$ cat src/rtl/pose_sequencer_pkg.sv
// Shared pose codes and helpers for the pose sequencer and its debouncers.
package pose_sequencer_pkg;

    localparam int STATE_W = 2;

    typedef enum logic [STATE_W-1:0] {
        POSE_0 = 2'd0,
        POSE_1 = 2'd1,
        POSE_2 = 2'd2
    } pose_t;

    localparam pose_t POSE_LAST = POSE_2;

    function automatic pose_t next_pose(input pose_t p);
        pose_t n;
        case (p)
            POSE_0:    n = POSE_1;
            POSE_1:    n = POSE_2;
            POSE_LAST: n = POSE_0;
            default:   n = POSE_0;
        endcase
        return n;
    endfunction

endpackage

$ cat src/rtl/pose_sequencer_btn_debounce.sv
// Two-flop synchronizer, consecutive-cycle debouncer and rising-edge press pulse
// for one raw push-button.
module btn_debounce #(
    parameter int DEBOUNCE_CYCLES = 16
) (
    input  logic div_clk,
    input  logic reset,
    input  logic i_btn,
    output logic o_press
);

    localparam int CNT_W = (DEBOUNCE_CYCLES > 1) ? $clog2(DEBOUNCE_CYCLES) : 1;
    localparam logic [CNT_W-1:0] CNT_LAST = CNT_W'(DEBOUNCE_CYCLES - 1);
    localparam logic [CNT_W-1:0] CNT_ONE  = CNT_W'(1);

    logic             r_sync1;
    logic             r_sync2;
    logic             r_level;
    logic [CNT_W-1:0] r_cnt;
    logic             r_press;

    // Synchronize, count consecutive mismatches, flip level and pulse on a 0->1 flip.
    always_ff @(posedge div_clk) begin
        if (!reset) begin
            r_sync1 <= 1'b0;
            r_sync2 <= 1'b0;
            r_level <= 1'b0;
            r_cnt   <= '0;
            r_press <= 1'b0;
        end else begin
            r_sync1 <= i_btn;
            r_sync2 <= r_sync1;
            r_press <= 1'b0;
            if (r_sync2 != r_level) begin
                if (r_cnt == CNT_LAST) begin
                    r_level <= r_sync2;
                    r_cnt   <= '0;
                    r_press <= r_sync2;
                end else begin
                    r_cnt <= r_cnt + CNT_ONE;
                end
            end else begin
                r_cnt <= '0;
            end
        end
    end

    assign o_press = r_press;

endmodule

$ cat src/rtl/pose_sequencer.sv
// Cycles the display pose 0->1->2->0, either on a hold timer (auto mode) or on
// debounced next-button presses (manual mode); the mode button toggles between them.
module pose_sequencer
    import pose_sequencer_pkg::*;
#(
    parameter int DEBOUNCE_CYCLES = 16,
    parameter int HOLD_CYCLES     = 500
) (
    input  logic               div_clk,
    input  logic               reset,
    input  logic               btn_next,
    input  logic               btn_mode,
    output logic [STATE_W-1:0] state,
    output logic               auto_mode,
    output logic               advance
);

    localparam int HOLD_W = (HOLD_CYCLES > 1) ? $clog2(HOLD_CYCLES) : 1;
    localparam logic [HOLD_W-1:0] HOLD_LAST = HOLD_W'(HOLD_CYCLES - 1);
    localparam logic [HOLD_W-1:0] HOLD_ONE  = HOLD_W'(1);

    logic              w_next_press;
    logic              w_mode_press;
    pose_t             r_state;
    logic              r_auto;
    logic              r_adv;
    logic [HOLD_W-1:0] r_hold;

    btn_debounce #(.DEBOUNCE_CYCLES(DEBOUNCE_CYCLES)) u_next_db (
        .div_clk (div_clk),
        .reset   (reset),
        .i_btn   (btn_next),
        .o_press (w_next_press)
    );

    btn_debounce #(.DEBOUNCE_CYCLES(DEBOUNCE_CYCLES)) u_mode_db (
        .div_clk (div_clk),
        .reset   (reset),
        .i_btn   (btn_mode),
        .o_press (w_mode_press)
    );

    // Pose FSM: a next press always wins over the hold timer so a coincident
    // terminal count still yields a single advance.
    always_ff @(posedge div_clk) begin
        if (!reset) begin
            r_state <= POSE_0;
            r_auto  <= 1'b1;
            r_adv   <= 1'b0;
            r_hold  <= '0;
        end else begin
            r_adv <= 1'b0;
            if (w_mode_press) begin
                r_auto <= ~r_auto;
                r_hold <= '0;
                if (w_next_press) begin
                    r_state <= next_pose(r_state);
                    r_adv   <= 1'b1;
                end else begin
                    r_state <= r_state;
                end
            end else if (w_next_press) begin
                r_state <= next_pose(r_state);
                r_adv   <= 1'b1;
                r_hold  <= '0;
            end else if (r_auto && (r_hold == HOLD_LAST)) begin
                r_state <= next_pose(r_state);
                r_adv   <= 1'b1;
                r_hold  <= '0;
            end else if (r_auto) begin
                r_hold <= r_hold + HOLD_ONE;
            end else begin
                r_hold <= '0;
            end
        end
    end

    assign state     = r_state;
    assign auto_mode = r_auto;
    assign advance   = r_adv;

endmodule

$ cat config.mk
export PLATFORM = sky130hd
export DESIGN_NAME = pose_sequencer
export DESIGN_NICKNAME = d
export VERILOG_FILES = /design/src/rtl/pose_sequencer_pkg.sv /design/src/rtl/pose_sequencer_btn_debounce.sv /design/src/rtl/pose_sequencer.sv
export SDC_FILE = /design/constraint.sdc
export NUM_CORES = 1
export LEC_CHECK = 0
export CAP_MARGIN = 20
export CORE_MARGIN = 2
export CORE_UTILIZATION = 50
export CTS_CLUSTER_DIAMETER = 40
export DETAILED_ROUTE_END_ITERATION = 8
export PLACE_DENSITY = 0.81
export SLEW_MARGIN = 10
export SYNTH_ARGS = -nofsm -noshare
export SYNTH_HDL_FRONTEND = slang
export SYNTH_SLANG_ARGS = --single-unit
$ cat constraint.sdc
create_clock -name div_clk -period 2.9 [get_ports div_clk]
set_clock_uncertainty 0.15 [all_clocks]
set_input_delay 0.435 -clock div_clk [delete_from_list [all_inputs] [get_ports div_clk]]
set_output_delay 0.435 -clock div_clk [all_outputs]
set_load 0.02 [all_outputs]
# [Yosys cells after proc, flatten, opt, wreduce, memory -nomap -nowiden]
# Index checks and enable logic that the tools add are counted.
# W data, S select, Z words.
[totals] output_inout_bits=4 in_bits=4 register_bits=29 wordCells=48
[op_classes] bitwise_logic=4 addsub=3 reduce_logical=11 mux=9 eq_ne=7
[op_table] operator="$add A9 B1 Y9 const B" count=1
[op_table] operator="$eq A9 B9 Y1 const B" count=1
[op_table] operator="$add A4 B1 Y4 const B" count=2
[op_table] operator="$eq A4 B4 Y1 const B" count=2
[op_table] operator="$mux W2" count=4
[op_table] operator="$reduce_and A2 Y1" count=3
[op_table] operator="$reduce_and A3 Y1" count=2
[op_table] operator="$reduce_or A3 Y1" count=2
[op_table] operator="$reduce_or A5 Y1" count=1
[op_table] operator="$mux W1" count=4
[op_table] operator="$not A1 Y1" count=4
[op_table] operator="$pmux W2 S2" count=1
[op_table] operator="$eq A2 B1 Y1 const B" count=1
[op_table] operator="$logic_not A2 Y1" count=1
[op_table] operator="$ne A1 B1 Y1" count=2
[op_table] operator="$ne A2 B2 Y1 const B" count=1
[op_table] operator="$reduce_bool A2 Y1" count=1
[op_table] operator="$logic_and A1 B1 Y1" count=1

# [Longest topological paths before layout]
# Gate-level depths: netlist of run 1.
[logic_depth] word_depth=5 mapped_depth=5 depth_no_buf=4

# [Hierarchy]
# From an unflattened synthesis of run 1, not the netlist that was laid out.
[unflattened] cells_unflattened=111 area_unflattened_um2=1118.6
[modules_own_cells] module="pose_sequencer" area_per_inst_um2=570.5 cells_each=59 n_inst=1 seq_area_each_um2=260.2
[modules_own_cells] module="btn_debounce" area_per_inst_um2=274.0 cells_each=26 n_inst=2 seq_area_each_um2=160.2

# [Worst setup path before layout of run 1]
# Ideal clock, no wire load.
[synth_timing] path_type="flip-flop to flip-flop" from="register r_hold[0]" to="register r_state[0] (netlist: state[0])" t_required_ns=2.678 path_stages_with_launch=5 setup_time_ns=0.072 arrival_ns=1.317 slack_ns=1.361 n_path_buf=0 period_less_slack_ns=1.539 path_cell_list="dfxtp_1 -> ha_1 -> and4bb_2 -> a41oi_1 -> mux2i_1"
[synth_between] elab_chain_len=4
[synth_lines] element="from (decl)" line_no="pose_sequencer.sv:27" source="logic [HOLD_W-1:0] r_hold;"
[synth_lines] element="from (signal assigned)" line_no="pose_sequencer.sv:71" source="r_hold <= r_hold + HOLD_ONE;"
[synth_lines] element="$eq A9 B9 Y1" line_no="pose_sequencer.sv:66" source="end else if (r_auto && (r_hold == HOLD_LAST)) begin"
[synth_lines] element="$logic_and A1 B1 Y1" line_no="pose_sequencer.sv:66"
[synth_lines] element="$reduce_bool A2 Y1 (no source line)"
[synth_lines] element="$reduce_and A2 Y1 (no source line)"
[synth_lines] element="to (signal assigned)" line_no="pose_sequencer.sv:60" source="r_state <= r_state;"
[synth_lines] element="to (signal assigned)" line_no="pose_sequencer.sv:63" source="r_state <= next_pose(r_state);"
[synth_lines] element="to (signal assigned)" line_no="pose_sequencer.sv:67" source="r_state <= next_pose(r_state);"
[synth_lines] element="to (decl)" line_no="pose_sequencer.sv:24" source="pose_t r_state;"
# Every way passes these cells.
# A chain may end at the register's enable or synchronous reset.

# [Worst setup path after layout of run 1]
[layout_timing] from="register r_auto (netlist: auto_mode)" to="output port auto_mode"
[layout_rtl] element="from (decl)" line_no="pose_sequencer.sv:25" source="logic r_auto;"
[layout_rtl] element="from (signal assigned)" line_no="pose_sequencer.sv:54" source="r_auto <= ~r_auto;"
[layout_rtl] element="to (decl)" line_no="pose_sequencer.sv:14" source="output logic auto_mode,"
# No word-level cell between the ends.

==> results of run 1 <==
-- area by class of cell --
type                       count  area [sq um]  area share
timing repair buffer           7         70.07     0.05390
tap                           28         35.03     0.02695
clock buffer                   7         65.06     0.05005
multi-input combinational     77         525.5      0.4042
sequential                    29         580.6      0.4466
inverter                       5         18.77     0.01444
clock inverter                 1         5.005    0.003850
-- through the flow --
| stage | utilization | std cells | setup WS [ns] | total power, mW |
|---|---|---|---|---|
| 2_1_floorplan | - | 114 | 1.361 | 0.4363 |
| 3_3_place_gp | 0.5614 | 146 | 0.8749 | 0.4418 |
| 3_5_place_dp | 0.5614 | 146 | 0.7489 | 0.4440 |
| 4_1_cts | 0.5934 | 154 | 0.8782 | 0.7203 |
| 5_1_grt | 0.5934 | 154 | 0.8266 | 0.7428 |
| 6_report | 0.5934 | 154 | 0.8843 | 0.7117 |
-- flip-flops by register name, indices dropped and copies added, names as in the netlist, 2 cells and up --
name             flops
u_next_db.r_cnt      4
state                2
u_mode_db.r_cnt      4
r_hold               9
-- synth_stat cells, types with 2 or more instances --
library cell,number
sky130_fd_sc_hd__dfxtp_1,29
sky130_fd_sc_hd__nor2_1,11
sky130_fd_sc_hd__nand3_1,8
sky130_fd_sc_hd__nand2_1,7
sky130_fd_sc_hd__xor2_1,7
sky130_fd_sc_hd__inv_1,5
sky130_fd_sc_hd__and2_1,4
sky130_fd_sc_hd__and3_1,4
sky130_fd_sc_hd__mux2i_1,4
sky130_fd_sc_hd__a21oi_1,3
sky130_fd_sc_hd__ha_1,3
sky130_fd_sc_hd__nor2b_1,3
sky130_fd_sc_hd__xnor2_1,3
sky130_fd_sc_hd__and4bb_2,2
sky130_fd_sc_hd__nand4_1,2
sky130_fd_sc_hd__nor3_1,2
sky130_fd_sc_hd__o21ai_0,2
sky130_fd_sc_hd__or3_1,2
-- metal layers --
layer / global-route usage / wire length (um) / share of wire / vias to the layer above
li1: - / - / - / 415
met1: 0.1772 / 809 / 0.43 / 391
met2: 0.3034 / 900 / 0.47 / 22
met3: 0.06034 / 83 / 0.044 / 11
met4: 0.1711 / 108 / 0.057 / 0
met5: 0 / 0 / 0 / -
-- worst paths after layout --
kind                                                      to  slack, ns  cells after the start
worst max-delay path                               auto_mode       0.88                      1
worst min-delay path            u_next_db.r_sync2$_SDFF_PN0_       0.30                      1
worst max register to register         state[0]$_SDFFE_PN0P_       1.24                      4
worst min register to register  u_next_db.r_sync2$_SDFF_PN0_       0.30                      1
-- layout by cell type (no fill, tap or decap), types with 4 or more instances in the layout --
cell type and instances:
sky130_fd_sc_hd__nand2_1 7, sky130_fd_sc_hd__dfxtp_1 29, sky130_fd_sc_hd__clkbuf_4 5, sky130_fd_sc_hd__and3_1 4
sky130_fd_sc_hd__and2_1 4, sky130_fd_sc_hd__mux2i_1 4, sky130_fd_sc_hd__xor2_1 7, sky130_fd_sc_hd__nor2_1 11
sky130_fd_sc_hd__inv_1 5, sky130_fd_sc_hd__nand3_1 8, sky130_fd_sc_hd__clkdlybuf4s50_1 7
-- power breakdown --
group | switching, mW | internal [mW]
Sequential | 0.00467 | 0.405
Combinational | 0.0124 | 0.0126
Clock | 0.137 | 0.140
-- cell families after synthesis --
logic type | after synthesis | share of synthesized area
simple gates | 49 | 0.2376
xor+xnor | 10 | 0.07701
buf+inv | 8 | 0.02749
mux | 4 | 0.03520
fa+ha+maj | 3 | 0.03301
flops | 29 | 0.5105
compound gates | 11 | 0.07921
==> results.sh, run 1 <==
export IMPL_run_status="finished, final reports clean"
export IMPL_cp_num_buf_inv=1
export IMPL_place_gp_congestion=0.6863
export IMPL_seq_area_frac_synth=0.5105
export IMPL_syn_num_nets=121
export IMPL_final_max_slew_viol_count=0
export IMPL_placement_io_buffers=7
export IMPL_clk_pin_slew_ns=0.09
export IMPL_required_ns=2.32
export IMPL_tritoncts="done"
export IMPL_grt_first_pass_wirelength_um=3477
export IMPL_antenna_found_initial=0
export IMPL_holdCritStartpoint="u_next_db.r_sync1$_SDFF_PN0_"
export IMPL_timing_fmax_ghz=0.4961
export IMPL_remaining_drc_errors=0
export IMPL_synth_ff_latch_count=29
export IMPL_num_vias=839
export IMPL_worst_setup_path_type="flop to output port"
export IMPL_synth_area_sq_mm=0.001137
export IMPL_gr_total_overflow=0
export IMPL_cp_data_arrival_time_ns=1.43
export IMPL_floorplan_die_width_um=51.70
export IMPL_first_global_vias=856
export IMPL_rsz0062_at_grt="false"
export IMPL_critical_path_max_stage_delay_ns=0.65
export IMPL_crit_family="buffers and inverters"
export IMPL_synth_async_reset_ratio=0
export IMPL_routed_wire_length_per_instance_um=12.34
export IMPL_path_cells="clkdlybuf4s50_1"
export IMPL_tightest_slew_ns=0.5001
export IMPL_critPathMaxFanout=7
export IMPL_placed_cell_area_sq_mm=0.001230
export IMPL_synth_edf_count=0
export IMPL_cellLeakagePower_nw=0.5445
export IMPL_num_cts_buffers=5
export IMPL_yosys_warnings=0
export IMPL_finalHoldViolCount=0
export IMPL_clk_latency_ns=0.32
export IMPL_cts_htree_levels=2
export IMPL_boundaryPins=8
export IMPL_cts_max_path_buffers=2
export IMPL_count_of_endpoints_failing_setup_in_the_final_report=0
export IMPL_start_util=0.5191
export IMPL_num_fill_cells=185
export IMPL_die_area_sq_mm=0.002672
export IMPL_fin_tns_setup_ns=0
export IMPL_timing_hold_ws_ns=0.2978
export IMPL_final_layout_size_suffix_gt1_frac=0.1111
export IMPL_crit_path_slowest_cell="sky130_fd_sc_hd__clkdlybuf4s50_1"
export IMPL_ys_dominant_reg_cell="sky130_fd_sc_hd__dfxtp_1"
export IMPL_grt_start_max_net_pins=20
export IMPL_route_final_wire_length_um=1901
export IMPL_worst_setup_path_startpoint="auto_mode$_SDFFE_PN1P_"
export IMPL_ant_nets=0
export IMPL_postCtsResizedCells=0
export IMPL_area_growth_syn_to_layout_pct=14.30
export IMPL_cellPowerDensity_mw_per_mm2=547.4
export IMPL_dp_final_hpwl_um=1383
export IMPL_startpoint_of_the_most_critical_register_to_register_path="r_hold[0]$_SDFF_PP0_"
export IMPL_clkSinkCount=29
export IMPL_slew_headroom=0.6655
export IMPL_start_kind="flop"
export IMPL_worstHoldPathType="flop to flop"
export IMPL_globalRouteTotalUtil=0.1830
export IMPL_root_buffer="sky130_fd_sc_hd__clkbuf_4"
export IMPL_top_post_synthesis_cells_by_area="sky130_fd_sc_hd__dfxtp_1, sky130_fd_sc_hd__xor2_1, sky130_fd_sc_hd__nor2_1"
export IMPL_post_cts_hold_buffers=0
export IMPL_maxCapViolations=0
export IMPL_postSynthCellCount=114
export IMPL_detailedRoute_firstIterationViolations=17
export IMPL_chipHeight_um=51.70
export IMPL_period_minus_slack_ns=2.016
export IMPL_ir_drop_uv=386.2
export IMPL_final_net_count=132
export IMPL_average_via_count_per_standard_cell=5.448
export IMPL_layout_worst_path_cycle_share=0.6951
export IMPL_antenna_cells_inserted=0
export IMPL_drt_pre_antenna_iters=4
export IMPL_post_synth_top_area_fraction=0.5105
export IMPL_end_kind="output port"
export IMPL_setup_repair_bufs_after_cts=0
export IMPL_synth_top_area_cell="sky130_fd_sc_hd__dfxtp_1"
export IMPL_rows=17
export IMPL_core_area_sq_mm=0.002191
export IMPL_design_area_sq_mm=0.001300
export IMPL_post_syn_area_per_cell_sq_um=9.977
export IMPL_synth_distinct_cells=31
Note: power is estimated with default switching activity, not from simulation.
==> inputs of run 2 (changes only) <==
- PLACE_DENSITY: 0.81 -> 0.83
- clock period: 2.9 -> 1.79 ns (I/O delays scaled with it)
==> results.sh, run 2 (synthesis gave the netlist of run 1 again) <==
export IMPL_start_util=0.5191
export IMPL_count_of_endpoints_failing_setup_in_the_final_report=0
export IMPL_required_ns=1.37
export IMPL_final_layout_size_suffix_gt1_frac=0.1250
export IMPL_timing_hold_ws_ns=0.2862
export IMPL_layout_worst_path_cycle_share=0.9708
export IMPL_die_area_sq_mm=0.002672
export IMPL_timing_critical_path_to="state[1]"
export IMPL_critPathMaxFanout=4
export IMPL_path_cells="clkdlybuf4s50_1"
export IMPL_final_max_slew_viol_count=0
export IMPL_largest_reg_flops=9
export IMPL_worstHoldPathType="flop to flop"
export IMPL_placement_io_buffers=7
export IMPL_first_global_vias=810
export IMPL_start_kind="flop"
export IMPL_antenna_found_initial=0
export IMPL_area_growth_syn_to_layout_pct=15.73
export IMPL_fin_tns_setup_ns=0
export IMPL_cellLeakagePower_nw=0.5707
export IMPL_rows=17
export IMPL_layout_cells_most_common_list="sky130_fd_sc_hd__dfxtp_1, sky130_fd_sc_hd__nor2_1, sky130_fd_sc_hd__nand3_1, sky130_fd_sc_hd__nand2_1, sky130_fd_sc_hd__xor2_1"
export IMPL_power_net_switching_uw=239.4
export IMPL_sequential_share_of_power=0.579
export IMPL_placedCellCount=148
export IMPL_ant_nets=0
export IMPL_clkSinkCount=29
export IMPL_globalRouteTotalUtil=0.1697
export IMPL_grt_first_pass_wirelength_um=3318
export IMPL_gr_total_overflow=0
export IMPL_cp_data_arrival_time_ns=1.32
export IMPL_root_buffer="sky130_fd_sc_hd__clkbuf_4"
export IMPL_routed_wire_length_per_instance_um=11.72
export IMPL_dp_final_hpwl_um=1365
export IMPL_timing_fmax_ghz=0.5755
export IMPL_rsz0062_at_grt="false"
export IMPL_route_final_wire_length_um=1829
export IMPL_finalHoldViolCount=0
export IMPL_critical_path_max_stage_delay_ns=0.62
export IMPL_worst_setup_path_startpoint="state[1]$_SDFFE_PN0P_"
export IMPL_remaining_drc_errors=0
export IMPL_post_place_ws_ns=0.1280
export IMPL_num_cts_buffers=5
export IMPL_post_layout_nonfiller_instances=156
export IMPL_setup_repair_bufs_after_cts=0
export IMPL_clk_latency_ns=0.31
export IMPL_r2r_end="state[1]$_SDFFE_PN0P_"
export IMPL_cellInternalPower_uw=906.4
export IMPL_chipHeight_um=51.70
export IMPL_power_switching_share=0.2090
export IMPL_leading_cell_type_in_the_layout_fill_and_taps_excluded="sky130_fd_sc_hd__dfxtp_1"
export IMPL_cp_num_buf_inv=1
export IMPL_crit_family="buffers and inverters"
export IMPL_ir_drop_uv=596.1
export IMPL_placed_cell_area_sq_mm=0.001245
export IMPL_period_minus_slack_ns=1.738
export IMPL_detailedRoute_firstIterationViolations=17
export IMPL_slew_headroom=0.7513
export IMPL_cts_htree_levels=2
export IMPL_final_net_count=134
export IMPL_place_gp_congestion=0.7950
export IMPL_design_area_sq_mm=0.001316
export IMPL_crit_path_slowest_cell="sky130_fd_sc_hd__clkdlybuf4s50_1"
export IMPL_max_flop_register="r_hold"
export IMPL_part_of_the_power_in_the_clock_network=0.383
export IMPL_top_flop_regs="r_hold (9), u_mode_db.r_cnt (4), u_next_db.r_cnt (4)"
export IMPL_maxCapViolations=0
export IMPL_combinationalPowerShare=0.038
export IMPL_r2r_cells=4
export IMPL_layout_setup_ws_ns=0.05235
export IMPL_reg2reg_slack_ns=0.12
export IMPL_tightest_slew_ns=0.3682
export IMPL_antenna_cells_inserted=0
export IMPL_startpoint_of_the_most_critical_register_to_register_path="r_hold[0]$_SDFF_PP0_"
export IMPL_critical_path_cell_count=1
export IMPL_end_kind="output port"
export IMPL_clk_pin_slew_ns=0.09
export IMPL_floorplan_die_width_um=51.70
export IMPL_core_area_sq_mm=0.002191
export IMPL_tritoncts="done"
export IMPL_num_vias=832
export IMPL_boundaryPins=8
export IMPL_drt_pre_antenna_iters=4
export IMPL_cts_max_path_buffers=2
export IMPL_worst_setup_path_type="flop to output port"
export IMPL_run_status="finished, final reports clean"
export IMPL_average_via_count_per_standard_cell=5.333
export IMPL_grt_start_max_net_pins=10
export IMPL_cellPowerDensity_mw_per_mm2=870.5
## run 2: cell count changes in the layout (fill, tap and decap cells not counted), sizes merged
cell,previous run,this run
dlygate4sd2,0,1
clkdlybuf4s50,7,5
dlymetal6s2s,0,1
buf,0,2
## run 2: power groups by stage
stage | Combinational [mW] | Clock, mW | Sequential, mW
finish | 0.0432 | 0.439 | 0.664
global route | 0.0484 | 0.480 | 0.665
CTS | 0.0437 | 0.458 | 0.664
detailed placement | 0.0434 | 0 | 0.679
global placement | 0.0420 | 0 | 0.678
floorplan | 0.0299 | 0 | 0.677
## run 2: how the worst min path moves through the flow
| stage | from | to | slack (ns) | cells past startpoint |
|---|---|---|---|---|
| after floorplan | btn_mode | u_mode_db.r_sync1$_SDFF_PN0_ | 0.25 | 1 |
| after global placement | u_next_db.r_sync1$_SDFF_PN0_ | u_next_db.r_sync2$_SDFF_PN0_ | 0.27 | 1 |
| after detailed placement | u_next_db.r_sync1$_SDFF_PN0_ | u_next_db.r_sync2$_SDFF_PN0_ | 0.27 | 1 |
| after CTS | u_mode_db.r_sync1$_SDFF_PN0_ | u_mode_db.r_sync2$_SDFF_PN0_ | 0.29 | 1 |
| after global routing | u_next_db.r_sync1$_SDFF_PN0_ | u_next_db.r_sync2$_SDFF_PN0_ | 0.31 | 1 |
| final | u_mode_db.r_sync1$_SDFF_PN0_ | u_mode_db.r_sync2$_SDFF_PN0_ | 0.29 | 1 |
## run 2: final cells by class
class                   instances  area (sq um)
clock buffers                   7         65.06
clock inverters                 1         5.005
fillers                       189         874.6
inverters                       5         18.77
multi-input cells              77         525.5
flip-flops and latches         29         580.6
well taps                      28         35.03
repair buffers                  9         86.33
## run 2: routing by layer
metal / wire length, um / GRT usage / vias to the layer above
li1: - / - / 419
met1: 840 / 0.1923 / 398
met2: 909 / 0.2906 / 13
met3: 63 / 0.05172 / 2
met4: 14 / 0.07895 / 0
met5: 0 / 0 / -
## run 2: through the flow
step                      total power, mW  utilization
after detailed placement           0.7221       0.5682
after global routing                1.194       0.6008
after global placement             0.7200       0.5682
final                               1.146       0.6008
after CTS                           1.165       0.5997
after floorplan                    0.7069            -
## run 2: timing repair
item	in CTS	in global routing
setup endpoints to repair	1	1
gates cloned	0	0
gates resized for setup	1	1
hold buffers	0	0
==> inputs of run 3 (changes only) <==
- CORE_MARGIN: 2 -> 1.5
- MAX_ROUTING_LAYER: not set -> met4
- PLACE_DENSITY: 0.83 -> 0.81
- clock period: 1.79 -> 2.1 ns (I/O delays scaled with it)
==> results.sh, run 3 (synthesis gave the netlist of run 1 again) <==
export IMPL_run_status="finished, final reports clean"
export IMPL_start_util=0.5242
export IMPL_critPathMaxFanout=7
export IMPL_cts_max_path_buffers=2
export IMPL_detailedRoute_firstIterationViolations=22
export IMPL_gr_total_overflow=0
export IMPL_cp_data_arrival_time_ns=1.42
export IMPL_required_ns=1.63
export IMPL_antenna_cells_inserted=0
export IMPL_layout_setup_ws_ns=0.2168
export IMPL_timing_hold_ws_ns=0.2951
export IMPL_holdCritStartpoint="u_mode_db.r_sync1$_SDFF_PN0_"
export IMPL_chipHeight_um=50.70
export IMPL_final_max_slew_viol_count=0
export IMPL_post_place_ws_ns=0.3224
export IMPL_tritoncts="done"
export IMPL_routed_wire_length_per_instance_um=12.61
export IMPL_antenna_found_initial=0
export IMPL_worstHoldPathCells=1
export IMPL_core_area_sq_mm=0.002170
export IMPL_num_vias=814
export IMPL_area_growth_syn_to_layout_pct=13.09
export IMPL_setup_repair_bufs_after_cts=0
export IMPL_grt_start_max_net_pins=12
export IMPL_cts_htree_levels=2
export IMPL_clk_latency_ns=0.32
export IMPL_rows=17
export IMPL_top_flop_regs="r_hold (9), u_mode_db.r_cnt (4), u_next_db.r_cnt (4)"
export IMPL_worstHoldPathType="flop to flop"
export IMPL_r2r_end="state[1]$_SDFFE_PN0P_"
export IMPL_cp_num_buf_inv=1
export IMPL_r2r_cells=4
export IMPL_remaining_drc_errors=0
export IMPL_floorplan_die_width_um=50.70
export IMPL_cellLeakagePower_nw=0.5346
export IMPL_cellPowerDensity_mw_per_mm2=706.7
export IMPL_startpoint_of_the_most_critical_register_to_register_path="r_hold[0]$_SDFF_PP0_"
export IMPL_tightest_slew_ns=0.4096
export IMPL_reg2reg_slack_ns=0.37
export IMPL_leading_cell_type_in_the_layout_fill_and_taps_excluded="sky130_fd_sc_hd__dfxtp_1"
export IMPL_worst_setup_path_type="flop to output port"
export IMPL_grt_first_pass_wirelength_um=3477
export IMPL_slew_headroom=0.7233
export IMPL_first_global_vias=797
export IMPL_boundaryPins=8
export IMPL_drt_pre_antenna_iters=4
export IMPL_start_kind="flop"
export IMPL_clkSinkCount=29
export IMPL_post_cts_hold_buffers=0
export IMPL_layout_worst_path_cycle_share=0.8968
export IMPL_path_cells="clkdlybuf4s50_1"
export IMPL_average_via_count_per_standard_cell=5.252
export IMPL_finalHoldViolCount=0
export IMPL_crit_family="buffers and inverters"
export IMPL_placement_io_buffers=7
export IMPL_max_flop_register="r_hold"
export IMPL_period_minus_slack_ns=1.883
export IMPL_rsz0062_at_grt="false"
export IMPL_root_buffer="sky130_fd_sc_hd__clkbuf_4"
export IMPL_largest_reg_flops=9
export IMPL_maxCapViolations=0
export IMPL_dp_final_hpwl_um=1433
export IMPL_layout_cells_most_common_list="sky130_fd_sc_hd__dfxtp_1, sky130_fd_sc_hd__nor2_1, sky130_fd_sc_hd__nand3_1"
export IMPL_route_final_wire_length_um=1955
export IMPL_count_of_endpoints_failing_setup_in_the_final_report=0
export IMPL_min_delay_worst_endpoint="u_mode_db.r_sync2$_SDFF_PN0_"
export IMPL_clk_pin_slew_ns=0.08
export IMPL_timing_fmax_ghz=0.5310
export IMPL_end_kind="output port"
export IMPL_ir_drop_uv=493.6
export IMPL_ant_nets=0
export IMPL_fin_tns_setup_ns=0
export IMPL_final_layout_size_suffix_gt1_frac=0.09449
export IMPL_crit_path_slowest_cell="sky130_fd_sc_hd__clkdlybuf4s50_1"
export IMPL_critical_path_cell_count=1
export IMPL_place_gp_congestion=0.7952
export IMPL_postCtsResizedCells=0
export IMPL_die_area_sq_mm=0.002570
export IMPL_critical_path_max_stage_delay_ns=0.65
export IMPL_globalRouteTotalUtil=0.1974
export IMPL_num_cts_buffers=5
export IMPL_final_net_count=133
==> run 3: cell count changes in the layout (fill, tap and decap cells not counted) <==
cell                              delta
sky130_fd_sc_hd__clkinv_2            -1
sky130_fd_sc_hd__clkbuf_8            -2
sky130_fd_sc_hd__clkdlybuf4s50_1     +2
sky130_fd_sc_hd__clkbuf_1            +3
sky130_fd_sc_hd__dlymetal6s2s_1      -1
sky130_fd_sc_hd__dlygate4sd2_1       -1
sky130_fd_sc_hd__buf_4               -1
==> run 3: report_power, final <==
group	total (mW)	internal, mW	leakage [nW]	switching (mW)
clock	0.308	0.133	0.0265	0.175
combinational	0.0358	0.0185	0.273	0.0172
sequential	0.566	0.559	0.235	0.00664
==> run 3: layout make-up <==
type,count,area [sq um]
Tap cell,28,35.03
Fill cell,214,883.3
Multi-Input combinational cell,77,525.5
Inverter,5,18.77
Sequential cell,29,580.6
Timing Repair Buffer,8,77.57
Clock buffer,8,48.80
==> run 3: per-layer routing <==
| metal | wire length, um | vias up | track usage |
|---|---|---|---|
| li1 | - | 417 | - |
| met1 | 785 | 378 | 0.1959 |
| met2 | 1018 | 15 | 0.3224 |
| met3 | 93 | 4 | 0.08036 |
| met4 | 58 | 0 | 0.1216 |
| met5 | 0 | - | - |
==> run 3: how the worst max path moves through the flow <==
| stage | startpoint | endpoint |
|---|---|---|
| after global routing | auto_mode$_SDFFE_PN1P_ | auto_mode |
| after global placement | reset | r_hold[8]$_SDFF_PP0_ |
| after CTS | auto_mode$_SDFFE_PN1P_ | auto_mode |
| after floorplan | r_hold[0]$_SDFF_PP0_ | state[0]$_SDFFE_PN0P_ |
| final | auto_mode$_SDFFE_PN1P_ | auto_mode |
| after detailed placement | reset | r_hold[7]$_SDFF_PP0_ |
==> run 3: metrics by stage <==
stage                 util  area (sq um)  instances  power, mW
floorplan                -          1137        114     0.6025
global placement    0.5704          1237        147     0.6121
detailed placement  0.5704          1237        147     0.6148
CTS                 0.5928          1286        155     0.9215
global route        0.5928          1286        155     0.9516
finish              0.5928          1286        155     0.9090
==> run 3: worst reg2reg max path, stage by stage (launching register included) <==
cell and delay, ns:
sky130_fd_sc_hd__dfxtp_1 0.33, sky130_fd_sc_hd__ha_1 0.25, sky130_fd_sc_hd__and4bb_2 0.27, sky130_fd_sc_hd__a41oi_1 0.40, sky130_fd_sc_hd__mux2i_1 0.26
